--- src/rtl/ps2_pkg.sv ---
// ps2_pkg
// Shared definitions for the PS/2 host transmitter and receiver:
//   - ps2_state_t        : transmitter FSM states
//   - DEF_* constants    : default timing and filter lengths (50 MHz clock)
//   - odd_parity()       : PS/2 parity bit for a data byte
package ps2_pkg;

    localparam int DEF_INHIBIT_CYCLES = 6000;    // 120 us clock-low request hold
    localparam int DEF_REQ_CYCLES     = 100;     // 2 us data-low overlap
    localparam int DEF_TIMEOUT_CYCLES = 750000;  // 15 ms max wait per device edge
    localparam int DEF_FILTER_LEN     = 8;       // equal samples to accept a change

    typedef enum logic [2:0] {
        IDLE,
        INHIBIT,
        REQ,
        SHIFT,
        WAIT_IDLE
    } ps2_state_t;

    // PS/2 uses odd parity: data plus parity bit hold an odd number of ones.
    function automatic logic odd_parity(input logic [7:0] data);
        return ~^data;
    endfunction

endpackage

--- src/rtl/ps2_line_filter.sv ---
// ps2_line_filter
// Conditions one raw PS/2 line: 2-flop synchronizer, then a filter that only
// accepts a new level after FILTER_LEN consecutive samples of that level.
// Ports:
//   clk       in   system clock
//   rst_n     in   asynchronous active-low reset
//   line_in   in   raw line level
//   line_filt out  filtered line level (1 in reset)
//   fall      out  one-cycle flag in the cycle line_filt goes 1 -> 0
module ps2_line_filter
    import ps2_pkg::*;
#(
    parameter int FILTER_LEN = DEF_FILTER_LEN
) (
    input  logic clk,
    input  logic rst_n,
    input  logic line_in,
    output logic line_filt,
    output logic fall
);

    localparam int CW = $clog2(FILTER_LEN + 1);

    logic [1:0]    sync;
    logic [CW-1:0] cnt;

    // cnt counts consecutive synchronized samples that disagree with the
    // filtered level; any agreeing sample restarts the count.
    always_ff @(posedge clk or negedge rst_n) begin
        if (!rst_n) begin
            sync      <= 2'b11;
            cnt       <= '0;
            line_filt <= 1'b1;
            fall      <= 1'b0;
        end else begin
            sync <= {sync[0], line_in};
            fall <= 1'b0;
            if (sync[1] == line_filt) begin
                cnt <= '0;
            end else if (cnt == CW'(FILTER_LEN - 1)) begin
                cnt       <= '0;
                line_filt <= sync[1];
                fall      <= line_filt;
            end else begin
                cnt <= cnt + 1'b1;
            end
        end
    end

endmodule

--- src/rtl/ps2_host_tx.sv ---
// ps2_host_tx
// PS/2 host-to-device byte transmitter. Inhibits the bus, issues the request
// (start bit), shifts 8 data bits LSB first, odd parity and stop on device
// falling edges, then checks the device ACK. Open-drain drivers are outside.
// Ports:
//   CLOCK_50   in   system clock
//   KEY0       in   asynchronous active-low reset
//   tx_valid   in   byte send request
//   tx_data    in   byte to send
//   tx_ready   out  idle; request accepted when tx_valid=1
//   tx_done    out  one-cycle pulse on acknowledged completion
//   tx_err     out  one-cycle pulse on NACK or timeout
//   ps2_clk_in in   raw PS/2 clock line
//   ps2_dat_in in   raw PS/2 data line
//   ps2_clk_oe out  1 = drive clock low
//   ps2_dat_oe out  1 = drive data low
module ps2_host_tx
    import ps2_pkg::*;
#(
    parameter int INHIBIT_CYCLES = DEF_INHIBIT_CYCLES,
    parameter int REQ_CYCLES     = DEF_REQ_CYCLES,
    parameter int TIMEOUT_CYCLES = DEF_TIMEOUT_CYCLES,
    parameter int FILTER_LEN     = DEF_FILTER_LEN
) (
    input  logic       CLOCK_50,
    input  logic       KEY0,
    input  logic       tx_valid,
    input  logic [7:0] tx_data,
    output logic       tx_ready,
    output logic       tx_done,
    output logic       tx_err,
    input  logic       ps2_clk_in,
    input  logic       ps2_dat_in,
    output logic       ps2_clk_oe,
    output logic       ps2_dat_oe
);

    localparam int MAX_A   = (INHIBIT_CYCLES > REQ_CYCLES) ? INHIBIT_CYCLES : REQ_CYCLES;
    localparam int MAX_CYC = (MAX_A > TIMEOUT_CYCLES) ? MAX_A : TIMEOUT_CYCLES;
    localparam int CNT_W   = $clog2(MAX_CYC + 1);

    logic clk_filt, clk_fall;
    logic dat_filt;
    // The transmitter never needs data-line edges; the flag exists for the receiver.
    logic dat_fall_unused;

    ps2_line_filter #(.FILTER_LEN(FILTER_LEN)) u_clk_filter (
        .clk       (CLOCK_50),
        .rst_n     (KEY0),
        .line_in   (ps2_clk_in),
        .line_filt (clk_filt),
        .fall      (clk_fall)
    );

    ps2_line_filter #(.FILTER_LEN(FILTER_LEN)) u_dat_filter (
        .clk       (CLOCK_50),
        .rst_n     (KEY0),
        .line_in   (ps2_dat_in),
        .line_filt (dat_filt),
        .fall      (dat_fall_unused)
    );

    ps2_state_t       state_q, state_d;
    logic [7:0]       data_q, data_d;
    logic             parity_q, parity_d;
    logic [3:0]       bit_cnt_q, bit_cnt_d;
    logic [CNT_W-1:0] cyc_cnt_q, cyc_cnt_d;
    logic             dat_oe_q, dat_oe_d;
    logic             done_q, done_d;
    logic             err_q, err_d;
    logic [3:0]       edge_num;
    logic [2:0]       bit_idx;

    always_ff @(posedge CLOCK_50 or negedge KEY0) begin
        if (!KEY0) begin
            state_q   <= IDLE;
            data_q    <= '0;
            parity_q  <= 1'b0;
            bit_cnt_q <= '0;
            cyc_cnt_q <= '0;
            dat_oe_q  <= 1'b0;
            done_q    <= 1'b0;
            err_q     <= 1'b0;
        end else begin
            state_q   <= state_d;
            data_q    <= data_d;
            parity_q  <= parity_d;
            bit_cnt_q <= bit_cnt_d;
            cyc_cnt_q <= cyc_cnt_d;
            dat_oe_q  <= dat_oe_d;
            done_q    <= done_d;
            err_q     <= err_d;
        end
    end

    // dat_oe is registered, so every data change lands the cycle after the
    // device edge flag; the start bit stays driven from REQ until edge 1.
    always_comb begin
        state_d   = state_q;
        data_d    = data_q;
        parity_d  = parity_q;
        bit_cnt_d = bit_cnt_q;
        cyc_cnt_d = cyc_cnt_q + 1'b1;
        dat_oe_d  = dat_oe_q;
        done_d    = 1'b0;
        err_d     = 1'b0;
        edge_num  = bit_cnt_q + 4'd1;
        bit_idx   = edge_num[2:0] - 3'd1;

        case (state_q)
            IDLE: begin
                bit_cnt_d = '0;
                if (tx_valid) begin
                    data_d   = tx_data;
                    parity_d = odd_parity(tx_data);
                    state_d  = INHIBIT;
                end
            end
            INHIBIT: begin
                if (cyc_cnt_q == CNT_W'(INHIBIT_CYCLES - 1)) begin
                    state_d  = REQ;
                    dat_oe_d = 1'b1;
                end
            end
            REQ: begin
                if (cyc_cnt_q == CNT_W'(REQ_CYCLES - 1)) begin
                    state_d = SHIFT;
                end
            end
            SHIFT: begin
                if (clk_fall) begin
                    cyc_cnt_d = '0;
                    bit_cnt_d = edge_num;
                    if (edge_num <= 4'd8) begin
                        dat_oe_d = ~data_q[bit_idx];
                    end else if (edge_num == 4'd9) begin
                        dat_oe_d = ~parity_q;
                    end else if (edge_num == 4'd10) begin
                        dat_oe_d = 1'b0;
                    end else if (!dat_filt) begin
                        state_d = WAIT_IDLE;
                    end else begin
                        err_d   = 1'b1;
                        state_d = IDLE;
                    end
                end else if (cyc_cnt_q == CNT_W'(TIMEOUT_CYCLES - 1)) begin
                    err_d   = 1'b1;
                    state_d = IDLE;
                end
            end
            WAIT_IDLE: begin
                if (clk_filt && dat_filt) begin
                    done_d  = 1'b1;
                    state_d = IDLE;
                end else if (clk_fall) begin
                    cyc_cnt_d = '0;
                end else if (cyc_cnt_q == CNT_W'(TIMEOUT_CYCLES - 1)) begin
                    err_d   = 1'b1;
                    state_d = IDLE;
                end
            end
            default: begin
                state_d = IDLE;
            end
        endcase

        // Every state starts its timing from zero, and IDLE never drives data.
        if (state_d != state_q || state_q == IDLE) begin
            cyc_cnt_d = '0;
        end
        if (state_d == IDLE) begin
            dat_oe_d = 1'b0;
        end
    end

    assign tx_ready   = (state_q == IDLE);
    assign tx_done    = done_q;
    assign tx_err     = err_q;
    assign ps2_clk_oe = (state_q == INHIBIT) || (state_q == REQ);
    assign ps2_dat_oe = dat_oe_q;

endmodule

--- config.mk ---
export PLATFORM = sky130hd
export DESIGN_NAME = ps2_host_tx
export DESIGN_NICKNAME = d
export VERILOG_FILES = /design/src/rtl/ps2_pkg.sv /design/src/rtl/ps2_line_filter.sv /design/src/rtl/ps2_host_tx.sv
export SDC_FILE = /design/constraint.sdc
export NUM_CORES = 1
export LEC_CHECK = 0
export ABC_AREA = 1
export BUFFER_PORTS_ARGS = -buffer_cell sky130_fd_sc_hd__buf_2
export CELL_PAD_IN_SITES_DETAIL_PLACEMENT = 2
export CELL_PAD_IN_SITES_GLOBAL_PLACEMENT = 2
export CORE_ASPECT_RATIO = 1.75
export CORE_UTILIZATION = 40
export DETAILED_ROUTE_END_ITERATION = 8
export GPL_TIMING_DRIVEN = 1
export PLACE_DENSITY_LB_ADDON = 0.1
export SETUP_SLACK_MARGIN = 0.3
export SYNTH_ARGS = -nofsm -noshare
export SYNTH_HDL_FRONTEND = slang
export SYNTH_SLANG_ARGS = --single-unit
--- constraint.sdc ---
create_clock -name CLOCK_50 -period 3.05 [get_ports CLOCK_50]
set_input_delay 0.4575 -clock CLOCK_50 [delete_from_list [all_inputs] [get_ports CLOCK_50]]
set_output_delay 0.4575 -clock CLOCK_50 [all_outputs]
set_load 0.03 [all_outputs]
==> run_results.csv, run 1 <==
group,metric,value,unit
worst_setup_path,required,3220,ps
sta,finClkSkew,7.47,ps
worst_setup_path,crit_path_end_kind,"register",
cts,root_buffer,"clkbuf_16",
cts,postCtsSetupBuffers,0,
synthesis,postSynth.asyncResetShare,100,%
final_layout,finalCoreUtilization,46.5,%
worst_setup_path,endpoint,"cyc_cnt_q[4]",
sta,setup_tns,0,ps
floorplan,rows,41,
final_layout,final_common_cell,"nand2_1",
worst_setup_path,critPathLaunchType,"register",
final_layout,area_delta_synth_final,10.8,%
cts,h-tree-depth,2,
global_routing,first_global_vias,2695,
worst_setup_path,r2r_cells,13,
routing,wirelength,7.86,mm
synthesis,synth_area,0.00306,mm²
worst_setup_path,path_max_fanout,20,
global_routing,antenna_found_initial,0,
sta,finalMaxSlewViolations,0,
routing,vias_per_cell,5.20,
sta,worstMarginPinSlew,703,ps
floorplan,fp.dieH,118,µm
synthesis,synth_fp_nets,373,
synthesis,synth-seq-cells,54,
synthesis,yosysWarnings,0,
floorplan,die-area,0.00801,mm²
final_layout,drive_above_1_share,26.5,%
sta,relSlewSlack,53.1,%
worst_setup_path,crit_start,"bit_cnt_q[0]",
floorplan,start_util,42.0,%
routing,drtPass1Iterations,4,
cts,ctsResizeCount,0,
synthesis,synthFlopType,"dfrtp_1",
global_routing,grt.total_usage,21.9,%
cts,cts_buffers,5,
sta,period_minus_slack,2340,ps
synthesis,ys_seq_area_share,44.5,%
cts,ctsLongestPathBuffers,2,
final_layout,nNetsFinal,393,
floorplan,core-area,0.00728,mm²
power,ir_worst_vdd,0.000254,V
worst_setup_path,arrival,2510,ps
routing,routedWlPerCell,17.1,µm
worst_setup_path,r2r_end,"cyc_cnt_q[4]",
worst_hold_path,hold_class,"primary input to register",
global_routing,grt_max_degree,55,
sta,timing.fmax,428,MHz
place,dp_slack,673,ps
final_layout,diodes,0,
final_layout,mostFrequentLayoutCells,"54 x nand2_1, 48 x dfrtp_1, 42 x nor2_1",
place,hpwl,5.96,mm
sta,final.period_utilization,76.7,%
routing,drc,0,
floorplan,die_x,68.1,µm
global_routing,grt_pass1_wl,12.8,mm
place,gp_congestion,0.794,
floorplan,io_pins,18,
sta,hold_slack,254,ps
power,power.density,482,mW/mm²
cts,cts_sinks,54,
sta,setup_violations,0,
cts,clock_latency,300,ps
synthesis,synthCells,353,
sta,final-hold-violation-count,0,
sta,setup_ws,711,ps
run,maxCapViolCount,0,
synthesis,post_synth.cell_area_avg,8.66,µm²
routing,ant_nets,0,
synthesis,ys_types,33,
run_status,status,"finished, final reports clean",
synthesis,synth_edf_count,0,
worst_setup_path,criticalPathCategory,"register to register",
sta,rsz0062_at_grt,"false",
routing,num_vias,2394,
cts,path_clk_slew,80,ps
worst_setup_path,rrSetupSlack,710,ps
global_routing,grt_overflow,0,
worst_setup_path,r2r-start,"bit_cnt_q[0]",
cts,cts_tree,"built",
place,portBuffers,17,
routing,drt_iter0_drc,93,
power,p_leak,1.59,nW
cts,hold_buffers,0,
## logic make-up after synthesis
group           Yosys count  share of synthesized area [%]
simple gates            183                           31.1
flops                    54                           44.5
buf+inv                  52                           7.00
xor+xnor                 29                           8.31
compound gates           23                           4.42
fa+ha+maj                 7                           2.87
mux                       5                           1.84
## area by class of cell
cell class	instances	area, µm²
multi-input combinational	247	1480
clock inverter	3	43.8
tap	86	108
fill	846	3900
inverter	47	176
sequential	54	1360
clock buffer	5	125
timing repair buffer	18	92.6
## Yosys cell counts, types with 3 or more instances
| library cell | number | area [µm²] |
|---|---|---|
| mux2_2 | 5 | 56.3 |
| a21oi_1 | 8 | 40.0 |
| nor2_2 | 27 | 169 |
| inv_2 | 11 | 41.3 |
| nand3b_1 | 3 | 22.5 |
| nor2_1 | 42 | 158 |
| nor3_2 | 3 | 30.0 |
| dfrtp_1 | 48 | 1200 |
| inv_1 | 36 | 135 |
| nand2_1 | 54 | 203 |
| o21ai_0 | 8 | 40.0 |
| nand4_1 | 7 | 43.8 |
| nor4_1 | 4 | 25.0 |
| nand3_2 | 7 | 70.1 |
| nand3_1 | 15 | 75.1 |
| dfstp_2 | 6 | 158 |
| nand2_2 | 7 | 43.8 |
| xor2_1 | 16 | 140 |
| ha_1 | 7 | 87.6 |
| xnor2_1 | 13 | 114 |
| nor3_1 | 7 | 35.0 |
## worst min-delay path by stage
stage                                     from  slack (ps)              endpoint  cells after the start
after floorplan                           KEY0         160          bit_cnt_q[0]                      0
after global placement    u_clk_filter.sync[0]         350  u_clk_filter.sync[1]                      0
after detailed placement  u_clk_filter.sync[0]         350  u_clk_filter.sync[1]                      0
after CTS                           ps2_clk_in         250  u_clk_filter.sync[0]                      1
after global routing                ps2_dat_in         250  u_dat_filter.sync[0]                      1
final                               ps2_clk_in         250  u_clk_filter.sync[0]                      1
## through the flow
step / std cells / instance area [µm²] / power, mW
CTS: 460 / 3390 / 1.66
floorplan: 353 / 3060 / 0.918
global route: 460 / 3390 / 1.71
detailed placement: 452 / 3220 / 0.987
finish: 460 / 3390 / 1.63
global placement: 452 / 3220 / 0.972
## sequential cells by signal, summed over array words and instances, names as in the netlist, 2 cells and up
signal	flops
u_clk_filter.sync	2
u_dat_filter.cnt	4
bit_cnt_q	4
cyc_cnt_q	20
state_q	3
data_q	8
u_dat_filter.sync	2
u_clk_filter.cnt	4
## report_power, final
| group | internal [mW] | switching [mW] |
|---|---|---|
| clock network | 0.390 | 0.277 |
| registers | 0.772 | 0.0443 |
| logic | 0.0649 | 0.0854 |
## worst max-delay path: stages, from the launching register on
cell and delay [ps]:
dfrtp_1 450, ha_1 270, inv_1 80, nand2_2 100, nand2_4 110, nor2_2 50
nor2_2 130, nand4_2 90, nand3_2 110, nand2_2 80, nor2_2 130, nor2_2 60
nand2_2 480, nor2_2 60
## layer usage
metal  part of all wire, %  vias up  track usage, %
li1                      -     1156               -
met2                    62       17            43.8
met4                   2.3        0            8.07
met5                     0        -               0
met3                   1.4       12            3.00
met1                    35     1209            20.2
(Power assumes the default switching activity.)
==> inputs of run 2 (changes only) <==
- ABC_AREA: 1 -> 0
- CORE_UTILIZATION: 40 -> 39
- clock period: 3.05 -> 2.4 ns (I/O delays scaled with it)
==> run_results.csv, run 2 <==
group,metric,value,unit
routing,ant_nets,0,
power,p_leak,1.65,nW
sta,setup_ws,-103,ps
final_layout,final_common_cell,"dfrtp_1",
sta,final.period_utilization,104,%
global_routing,grt_max_degree,31,
global_routing,grt.total_usage,24.0,%
synthesis,yosysTopAreaCell,"dfrtp_1",
final_layout,nNetsFinal,348,
power,ir_worst_vdd,0.000454,V
power,power.density,578,mW/mm²
routing,drtPass1Iterations,4,
synthesis,synth_fp_nets,293,
sta,worstMarginPinSlew,600,ps
routing,num_vias,2304,
synthesis,netlist_top_cells_count,"48 x dfrtp_1, 37 x nor2_1, 20 x nand2_1",
synthesis,ys_types,49,
sta,rsz0062_at_grt,"true",
final_layout,drive_above_1_share,29.2,%
worst_setup_path,cp_num_buf_inv,3,
worst_setup_path,path_max_fanout,10,
worst_setup_path,r2r-start,"cyc_cnt_q[13]",
floorplan,die-area,0.00757,mm²
synthesis,synth_area,0.00281,mm²
cts,clock_latency,300,ps
power,p_total,2.06,mW
cts,hold_buffers,0,
synthesis,yosysWarnings,0,
worst_setup_path,rrSetupSlack,-100,ps
sta,relSlewSlack,60.0,%
synthesis,synthCells,273,
synthesis,synthTopCellsByArea,"dfrtp_1 43%, dfstp_2 5.6%, xnor2_1 5.3%",
place,gp_congestion,0.713,
cts,cts_sinks,54,
worst_setup_path,r2r_end,"cyc_cnt_q[13]",
global_routing,use_met2,45.6,%
global_routing,grt_pass1_wl,13.4,mm
synthesis,post_synth.cell_area_avg,10.3,µm²
place,portBuffers,17,
global_routing,first_global_vias,2638,
sta,setup_violations,21,
routing,wirelength,8.38,mm
sta,finClkSkew,8.97,ps
floorplan,rows,40,
final_layout,largest_reg_flops,20,
worst_setup_path,criticalPathCategory,"register to register",
sta,timing.fmax,399,MHz
routing,drc,0,
synthesis,synthFlopType,"dfrtp_1",
sta,final-hold-violation-count,0,
worst_setup_path,arrival,2680,ps
worst_setup_path,cp_slowest_cell,"or4_4",
floorplan,core-area,0.00691,mm²
synthesis,yosysMostFrequentCell,"dfrtp_1",
run_status,violations,"negative setup slack",
synthesis,ys_seq_area_share,48.3,%
routing,drt_iter0_drc,42,
final_layout,reg.largest.list,"cyc_cnt_q x20, data_q x8",
routing,vias_per_cell,5.58,
global_routing,met3_usage,3.29,%
worst_setup_path,crit_path_end_kind,"register",
synthesis,postSynth.asyncResetShare,100,%
final_layout,area_delta_synth_final,27.0,%
cts,cts_buffers,5,
place,placed_cells,394,
final_layout,largest-register,"cyc_cnt_q",
synthesis,synth-seq-cells,54,
cts,h-tree-depth,2,
worst_setup_path,crit_chain,"or4_4, or4_4, or4_4, o211ai_1, buf_4, buf_6, buf_12, nor2_1",
run_status,status,"complete, but fails checks",
final_layout,diodes,0,
worst_setup_path,slowest_delay,530,ps
final_layout,stdcell_count,413,
final_layout,mostFrequentLayoutCells,"48 x dfrtp_1, 34 x nor2_1, 33 x buf_4",
run,maxCapViolCount,0,
worst_setup_path,cp_top_family,"simple AND/OR/NAND/NOR gates",
cts,ctsLongestPathBuffers,2,
worst_setup_path,required,2570,ps
global_routing,grt_overflow,0,
cts,root_buffer,"clkbuf_16",
worst_setup_path,r2r_cells,8,
synthesis,yosysTopAreaCellShare,42.7,%
synthesis,synth_edf_count,0,
cts,path_clk_slew,70,ps
floorplan,start_util,40.7,%
worst_setup_path,critPathLaunchType,"register",
global_routing,top_usage_layer,"met2",
floorplan,io_pins,18,
routing,routedWlPerCell,20.3,µm
sta,finalMaxSlewViolations,0,
floorplan,fp.dieH,114,µm
place,hpwl,5.70,mm
global_routing,use_met1,25.0,%
worst_setup_path,crit_top_cell,"or4_4",
floorplan,die_x,66.2,µm
global_routing,antenna_found_initial,0,
cts,cts_tree,"built",
final_layout,nFillCells,715,
sta,period_minus_slack,2500,ps
worst_hold_path,hold_class,"primary input to async pin",
==> run 2: cell count changes after synthesis, moves of 6 or more <==
cell      change
clkbuf_1      +6
inv_1        -30
nand2_2       -7
inv_2        -11
nand3_2       -7
nor2_2       -27
mux2_1        +8
nand2_1      -34
==> run 2: metrics by stage <==
step	setup TNS (ps)	cell area (µm²)	hold WS, ps	setup slack, ps	util (%)
finish	-1680	3570	60.9	-103	51.7
global route	-2780	3570	92.1	-180	51.7
floorplan	0	2830	64.4	135	-
CTS	-597	3510	79.5	-40.8	50.8
global placement	0	3230	347	84.2	46.8
detailed placement	-141	3230	350	-44.0	46.8
==> run 2: how the worst max path moves through the flow <==
| stage | cells past startpoint | endpoint | startpoint | slack [ps] |
|---|---|---|---|---|
| floorplan | 6 | cyc_cnt_q[0] | cyc_cnt_q[13] | 130 |
| global placement | 10 | cyc_cnt_q[5] | bit_cnt_q[0] | 80 |
| detailed placement | 7 | cyc_cnt_q[5] | cyc_cnt_q[13] | -40 |
| CTS | 8 | cyc_cnt_q[15] | cyc_cnt_q[13] | -40 |
| global route | 8 | ps2_dat_oe | cyc_cnt_q[13] | -180 |
| finish | 8 | cyc_cnt_q[13] | cyc_cnt_q[13] | -100 |
==> run 2: report_power, final <==
part | internal (mW) | switching (mW) | total, mW | leakage (nW)
sequential | 0.981 | 0.0620 | 1.04 | 0.704
clock | 0.522 | 0.323 | 0.844 | 0.0841
combinational | 0.0877 | 0.0874 | 0.175 | 0.863
total | 1.59 | 0.472 | 2.06 | 1.65
==> run 2: timing repair <==
item	in CTS	in global routing
pin swaps	2	2
gates cloned	2	0
endpoints found under the setup margin	21	22
gates resized for setup	7	10
setup buffers	6	3
==> run 2: cell type report <==
cell class / instances / area (µm²) / area share (%)
Clock buffer: 7 / 143 / 4.00
Clock inverter: 1 / 30.0 / 0.841
Inverter: 6 / 22.5 / 0.631
Multi-Input combinational cell: 203 / 1450 / 40.7
Sequential cell: 54 / 1360 / 38.1
Tap cell: 84 / 105 / 2.94
Timing Repair Buffer: 58 / 457 / 12.8
==> run 2: metal layers <==
layer  wire length (µm)  vias up
met5                  0        -
met4                343        0
met3                107       19
met2               4960       28
met1               2970     1189
li1                   -     1068
==> run 2: cells by family (layout without fill, tap and decap cells) <==
family / Yosys count / in the layout / share of synthesized area [%]
adders and majority gates: 7 / 7 / 3.12
DFF: 54 / 54 / 48.3
and+or+nand+nor: 116 / 116 / 20.8
buffers and inverters: 16 / 72 / 2.23
xor gates and xnor gates: 30 / 30 / 9.35
muxes: 14 / 14 / 6.36
AOI/OAI and AO/OA: 36 / 36 / 9.84
==> inputs of run 3 (changes only) <==
- REMOVE_ABC_BUFFERS: default -> 1
- SKIP_CTS_REPAIR_TIMING: default -> 1
==> run_results.csv, run 3 (synthesis results as in run 2) <==
group,metric,value,unit
global_routing,grt.total_usage,22.2,%
run_status,status,"complete, but fails checks",
place,hpwl,5.79,mm
routing,drt_iter0_drc,67,
floorplan,die_x,66.2,µm
sta,setup_ws,-76.2,ps
cts,cts_tree,"built",
floorplan,start_util,40.7,%
run_status,violations,"negative setup slack",
sta,finClkSkew,7.89,ps
final_layout,drive_above_1_share,24.7,%
floorplan,fp.dieH,114,µm
worst_setup_path,required,2600,ps
sta,period_minus_slack,2480,ps
place,placed_area,0.00320,mm²
final_layout,diodes,0,
worst_setup_path,crit_start,"cyc_cnt_q[13]",
cts,ctsLongestPathBuffers,2,
cts,clock_latency,300,ps
routing,num_vias,2219,
sta,timing.fmax,404,MHz
final_layout,mostFrequentLayoutCells,"47 x dfrtp_1, 37 x nor2_1, 26 x buf_4",
worst_setup_path,rrSetupSlack,-80,ps
power,ir_worst_vdd,0.000417,V
cts,root_buffer,"clkbuf_16",
final_layout,area_delta_synth_final,20.7,%
worst_hold_path,hold_class,"primary input to async pin",
routing,vias_per_cell,5.55,
final_layout,stdcell_count,400,
floorplan,die-area,0.00757,mm²
sta,setup_violations,19,
cts,path_clk_slew,70,ps
final_layout,multiInputGateArea,0.00142,mm²
final_layout,sequential_cell_area,0.00136,mm²
global_routing,grt_overflow,0,
floorplan,core-area,0.00691,mm²
sta,final-hold-violation-count,0,
global_routing,antenna_found_initial,0,
floorplan,io_pins,18,
routing,routedWlPerCell,19.1,µm
final_layout,final_common_cell,"dfrtp_1",
final_layout,largest-register,"cyc_cnt_q",
cts,cts_sinks,54,
global_routing,grt_pass1_wl,12.4,mm
final_layout,design_area,0.00339,mm²
place,gp_congestion,0.776,
final_layout,nNetsFinal,335,
floorplan,rows,40,
routing,wirelength,7.66,mm
worst_setup_path,criticalPathCategory,"register to register",
worst_setup_path,arrival,2680,ps
place,placed_cells,392,
final_layout,reg.largest.list,"cyc_cnt_q x20, data_q x8",
place,portBuffers,17,
worst_setup_path,r2r_cells,6,
cts,h-tree-depth,2,
sta,worstMarginPinSlew,634,ps
sta,final.period_utilization,103,%
sta,setup_tns,-217,ps
routing,drtPass1Iterations,4,
routing,drc,0,
sta,finalMaxSlewViolations,0,
power,p_leak,1.53,nW
run,maxCapViolCount,0,
routing,ant_nets,0,
worst_setup_path,critPathLaunchType,"register",
final_layout,nFillCells,741,
global_routing,first_global_vias,2550,
final_layout,largest_reg_flops,20,
sta,rsz0062_at_grt,"true",
sta,relSlewSlack,57.7,%
cts,cts_buffers,5,
power,power.density,595,mW/mm²
worst_setup_path,r2r-start,"cyc_cnt_q[13]",
worst_setup_path,r2r_end,"cyc_cnt_q[1]",
worst_setup_path,crit_path_end_kind,"register",
worst_setup_path,path_max_fanout,5,
global_routing,grt_max_degree,30,
run 3: cell count changes in the layout (fill, tap and decap cells not counted), sizes merged:
cell / previous run / this run
buf: 58 / 45
run 3: worst max path at each step:
stage | end | depth (start not counted)
finish | cyc_cnt_q[1] | 6
global route | cyc_cnt_q[1] | 8
CTS | cyc_cnt_q[1] | 6
detailed placement | cyc_cnt_q[1] | 6
global placement | cyc_cnt_q[11] | 6
floorplan | cyc_cnt_q[10] | 7
run 3: critical path, cell delays in order, from the launching register on:
cell and delay (ps):
dfrtp_1 380, or4_4 530, or4_4 440, or3_1 370, o211a_2 150, a21bo_4 250
a211oi_2 250
run 3: cell type report:
cell class,count,area share [%]
inverters,6,0.664
multi-input cells,203,41.9
repair buffers,45,9.44
flip-flops and latches,54,40.1
well taps,84,3.10
clock inverters,1,0.885
clock buffers,7,3.91
run 3: per-layer routing:
layer  wire [µm]  global-route usage (%)  up-vias
met5           0                       0        -
met4         156                    9.36        0
met3         112                    3.19       13
met2        4710                    45.4       21
met1        2680                    20.5     1149
li1            -                       -     1036
run 3: where the power goes:
part / switching, mW / internal (mW)
logic: 0.0872 / 0.0874
registers: 0.0560 / 0.981
clock network: 0.313 / 0.493
run 3: metrics by stage:
| step | hold WS (ps) | setup slack, ps | utilization [%] | total power [mW] |
|---|---|---|---|---|
| 4_1_cts | 97.6 | -180 | 48.6 | 2.06 |
| 3_5_place_dp | 349 | -103 | 46.3 | 1.24 |
| 5_1_grt | 131 | -127 | 49.1 | 2.10 |
| 6_report | 84.1 | -76.2 | 49.1 | 2.02 |
| 3_3_place_gp | 346 | -21.1 | 46.3 | 1.22 |
| 2_1_floorplan | 64.4 | -458 | - | 1.16 |
